--- src/rtl/bcd_convert.sv ---
// bcd_convert: sequential double-dabble binary-to-BCD converter, one bit per clock, 8 packed digits.
// Optional macro BCD_BLANK_EN replaces leading zero digits with 4'hF (segments off).
module bcd_convert #(
   parameter int WIDTH = 27
) (
   input  logic             clk,
   input  logic             rst_n,
   input  logic             start,
   input  logic [WIDTH-1:0] bin,
   output logic             busy,
   output logic             done,
   output logic [31:0]      data,
   output logic             ovf
);
`ifdef BCD_BLANK_EN
   localparam logic [31:0] RST_DATA = 32'hFFFF_FFF0;
`else
   localparam logic [31:0] RST_DATA = 32'h0000_0000;
`endif
   typedef enum logic [1:0] {IDLE, SHIFT, FINISH} state_t;
   state_t           state, state_n;
   logic [WIDTH-1:0] sr;
   logic [31:0]      acc, adj, res, bin_x;
   logic [4:0]       cnt;
   logic             ovf_f;
   assign bin_x = 32'(bin);
   always_comb begin
      state_n = state;
      case (state)
         IDLE:    state_n = start ? SHIFT : IDLE;
         SHIFT:   state_n = (cnt == 5'd1) ? FINISH : SHIFT;
         default: state_n = IDLE;
      endcase
   end
   always_comb begin
      adj = acc;
      for (int i = 0; i < 8; i++)
         adj[4*i +: 4] = (acc[4*i +: 4] >= 4'd5) ? acc[4*i +: 4] + 4'd3 : acc[4*i +: 4];
   end
`ifdef BCD_BLANK_EN
   logic lead;
   // blank every zero digit above the most significant nonzero one; digit 0 always shown
   always_comb begin
      res  = acc;
      lead = 1'b1;
      for (int i = 7; i >= 1; i--) begin
         if (lead && acc[4*i +: 4] == 4'h0) res[4*i +: 4] = 4'hF;
         else lead = 1'b0;
      end
   end
`else
   assign res = acc;
`endif
   always_ff @(posedge clk or negedge rst_n) begin
      if (!rst_n) begin
         state <= IDLE;
         sr    <= '0;
         acc   <= '0;
         cnt   <= '0;
         ovf_f <= 1'b0;
         busy  <= 1'b0;
         done  <= 1'b0;
         ovf   <= 1'b0;
         data  <= RST_DATA;
      end else begin
         state <= state_n;
         busy  <= state_n != IDLE;
         done  <= state == FINISH;
         case (state)
            IDLE: if (start) begin
               sr    <= bin;
               acc   <= '0;
               cnt   <= 5'(WIDTH);
               ovf_f <= bin_x > 32'd99_999_999;
            end
            SHIFT: begin
               {acc, sr} <= {adj, sr} << 1;
               cnt       <= cnt - 5'd1;
            end
            default: begin
               data <= ovf_f ? 32'h9999_9999 : res;
               ovf  <= ovf_f;
            end
         endcase
      end
   end
endmodule

--- config.mk ---
export PLATFORM = sky130hd
export DESIGN_NAME = bcd_convert
export DESIGN_NICKNAME = d
export VERILOG_FILES = /design/src/rtl/bcd_convert.sv
export SDC_FILE = /design/constraint.sdc
export NUM_CORES = 1
export LEC_CHECK = 0
export ABC_AREA = 0
export CORE_MARGIN = 2
export CORE_UTILIZATION = 45
export CTS_BUF_LIST = sky130_fd_sc_hd__clkbuf_2 sky130_fd_sc_hd__clkbuf_4 sky130_fd_sc_hd__clkbuf_8
export DETAILED_ROUTE_END_ITERATION = 10
export PLACE_DENSITY_LB_ADDON = 0.15
export SLEW_MARGIN = 30
export SYNTH_ARGS = -nofsm -noshare
export SYNTH_HDL_FRONTEND = slang
export SYNTH_SLANG_ARGS = --single-unit
export TNS_END_PERCENT = 5
--- constraint.sdc ---
create_clock -name clk -period 2.15 [get_ports clk]
set_input_delay 0.215 -clock clk [delete_from_list [all_inputs] [get_ports clk]]
set_output_delay 0.215 -clock clk [all_outputs]
set_load 0.01 [all_outputs]
==> summary.md <==
| Metric | Value |
|---|---|
| HP Class | in2async |
| Htree depth | 3 |
| Antenna violations before repair | 0 |
| Proportion of layout cells with a drive suffix above 1 | 0.0599 |
| Clk sinks | 102 |
| Met2 WL post-DR | 5040 um |
| Syn Inst Count | 509 |
| Std cell rows | 38 |
| Comb pwr share | 0.456 |
| Seq pwr share | 0.393 |
| Final setup vio count | 0 |
| Final WL | 10900 um |
| Period minus WS final | 1.71 ns |
| Peak VDD IR | 0.530 mV |
| Clk_skew | 0.00985 ns |
| Sw frac | 0.376 |
| PwrDens | 1430 nW/um^2 |
| Worst setup margin | 0.437 ns |
| Die height | 110 um |
| Total number of vias | 3915 |
| Worst-path fanout max | 75 |
| RD Place Congestion | 0.797 |
| Psw | 0.00323 W |
| Skew-Pair Late Insertion Delay | 0.36 ns |
| I/O Pins | 65 |
| Final design utilization | 0.553 |
| Proportion of synthesized chip area in sequential cells | 0.507 |
| CTS clk-pin slew, worst paths | 0.09 ns |
| Setup TNS | 0 ns |
| Vias per inst | 5.53 |
| Highest metal used | met4 |
| CP Capture Type | flop |
| Mean Syn Cell Area | 9.89 um^2 |
| Outcome | finished, final reports clean |
| Initial Util | 0.463 |
| Place WS | 0.349 ns |
| Die Wd | 110 um |
| CTS root buf | clkbuf_8 |
| Yosys warning total | 0 |
| Post-cts repair resize count | 0 |
| Final Hold Viols | 0 |
| Mapped cell area | 5040 um^2 |
| #FFs+latches synth | 102 |
| Startpoint types | flop |
| Fin nets | 614 |
| Routed length per instance | 15.4 um |
| CTS tree | done |
| Kind of critical path | reg2reg |
| Layout area overhead | 19.5% |
| DRC errors left | 0 |
| Pint | 0.00537 W |
| # diodes | 0 |
| Worst rel slew slack | 0.544 |
| Fmax | 0.584 GHz |
| Worst slew pin tran | 0.684 ns |
| Full die area | 12100 um^2 |
| IO Port Bufs | 64 |
| First-pass GRT wire length | 18900 um |
| Core area | 10900 um^2 |
| DR pass1 iterations | 4 |
| Clock buffer depth | 2 |
| CP required | 2.40 ns |
| WP data arrival | 1.96 ns |
| Vias in the first global route | 3987 |
| Fillers | 1001 |
| Cell variety after synth | 44 |
| Pleak | 2.57 nW |
| Clock power share | 0.151 |
| Met3 WL | 395 um |
| Max-Cap Viols | 0 |
| Worst hold slack | 0.442 ns |
| Hold_buf cts | 1 |
| CTS Buf Count | 9 |
| Grt ovf | 0 |
| Unrepaired setup endpoints after global routing | false |
| Postcts setup bufs | 0 |
| Mapped Nets | 557 |
| Wl on met1 | 5320 um |
| Iter 0 DRT Violations | 231 |
| Placed cell areas | 5800 um^2 |
| Final Cycle Share | 0.797 |
| Largest net degree at the start of global routing | 103 |
| Final ANT Viol Nets | 0 |
| Final HPWL DP | 7090 um |
| Total Routing Usage GR | 0.198 |
| Post-route cell area | 6020 um^2 |
| Final Max Tran Viols | 0 |
per-layer routing:
metal  track usage  up-vias
li1              -     1913
met1         0.266     1917
met2         0.326       73
met3        0.0279       12
met4        0.0714        0
met5             0        -
power groups by stage:
| stage | Clock, W | Combinational (W) | Sequential (W) |
|---|---|---|---|
| 2_1_floorplan | 0 | 0.00256 | 0.00339 |
| 3_3_place_gp | 0 | 0.00384 | 0.00339 |
| 3_5_place_dp | 0 | 0.00395 | 0.00342 |
| 4_1_cts | 0.00133 | 0.00398 | 0.00338 |
| 5_1_grt | 0.00142 | 0.00444 | 0.00350 |
| 6_report | 0.00130 | 0.00392 | 0.00338 |
cell type report:
class | instances | area [um^2] | area share
Sequential cell | 102 | 2550 | 0.424
Clock buffer | 11 | 145 | 0.0241
Clock inverter | 2 | 60.1 | 0.00998
Timing Repair Buffer | 78 | 783 | 0.130
Tap cell | 140 | 175 | 0.0291
Inverter | 52 | 195 | 0.0324
Multi-Input combinational cell | 323 | 2110 | 0.350
cell usage in the layout, fill, tap and decap left out, types with 2 or more instances in the layout:
cell type,instances
buf_4,11
o32ai_1,7
a21oi_1,17
a31oi_1,3
nor2b_1,10
inv_1,51
o31ai_1,8
a32o_1,8
o2111ai_1,16
xnor2_1,7
nand3b_1,17
dfrtp_1,101
bufinv_16,2
nand2b_1,8
ha_1,18
clkdlybuf4s50_1,63
a22oi_1,25
nand2_1,49
o221ai_1,8
or2b_1,2
a211oi_1,2
clkbuf_8,10
o211ai_1,9
o21ai_0,49
o21a_1,8
buf_12,3
nor2_1,35
cell usage after synthesis (all sizes together):
master   count  area share
and2         1      0.0012
o221a        1      0.0022
buf         17       0.025
a22oi       25       0.037
a41oi        1      0.0017
nor4b        1      0.0017
nand3b      17       0.025
inv         52       0.039
a32o         8       0.016
nor2        35       0.026
o32ai        7       0.012
o21ai       49       0.049
nand4b       1      0.0017
nand4        1      0.0012
mux2         1      0.0022
nor2b       11       0.015
o2111ai     16       0.028
a21oi       17       0.017
a31oi        3      0.0037
o221ai       8       0.014
nor3b        1      0.0025
clkbuf      15       0.011
o211ai       9       0.013
nor3         1     0.00099
nand2b       8      0.0099
nand2       49       0.037
o21a         8       0.012
mux2i        1      0.0020
a311oi       1      0.0017
o21bai       2      0.0052
o31ai        8       0.012
dfrtp      102        0.51
xnor2        7       0.012
nand3        1     0.00099
a22o         1      0.0017
ha          18       0.045
or2b         2      0.0030
nor4         1      0.0012
a211oi       2      0.0030
worst max-delay path, cell delays in order, from the launching register on:
cell,delay [ns]
dfrtp_2,0.59
buf_4,0.60
mux2_2,0.40
through the flow:
step / instances / power [W]
global placement: 694 / 0.00722
CTS: 708 / 0.00869
global route: 708 / 0.00936
finish: 708 / 0.00860
floorplan: 509 / 0.00595
detailed placement: 694 / 0.00737
flip-flops by register name, indices dropped and copies added, names as in the netlist, 2 cells and up:
signal	count
acc	32
data	32
sr	27
cnt	5
state	2
path summary, 6_finish.rpt:
check / from / end / slack, ns / cells past startpoint
setup / recovery: state[1] / ovf / 0.44 / 2
hold / removal: rst_n / data[4] / 0.44 / 3
setup reg to reg: state[1] / ovf / 0.44 / 2
hold reg to reg: sr[4] / sr[4] / 0.49 / 2
max in group asynchronous: rst_n / state[1] / 1.25 / 3
min in group clk: bin[1] / sr[1] / 0.46 / 3
kinds of logic after synthesis:
family | count (synthesis) | synth area share
AND/OR/NAND/NOR | 130 | 0.128
multiplexers | 2 | 0.00422
buffers and inverters | 84 | 0.0750
flip-flops | 102 | 0.507
AO/OA/AOI/OAI | 166 | 0.229
adder cells (fa/ha/maj) | 18 | 0.0447
XOR/XNOR | 7 | 0.0122
Note: power is estimated with default switching activity, not from simulation.
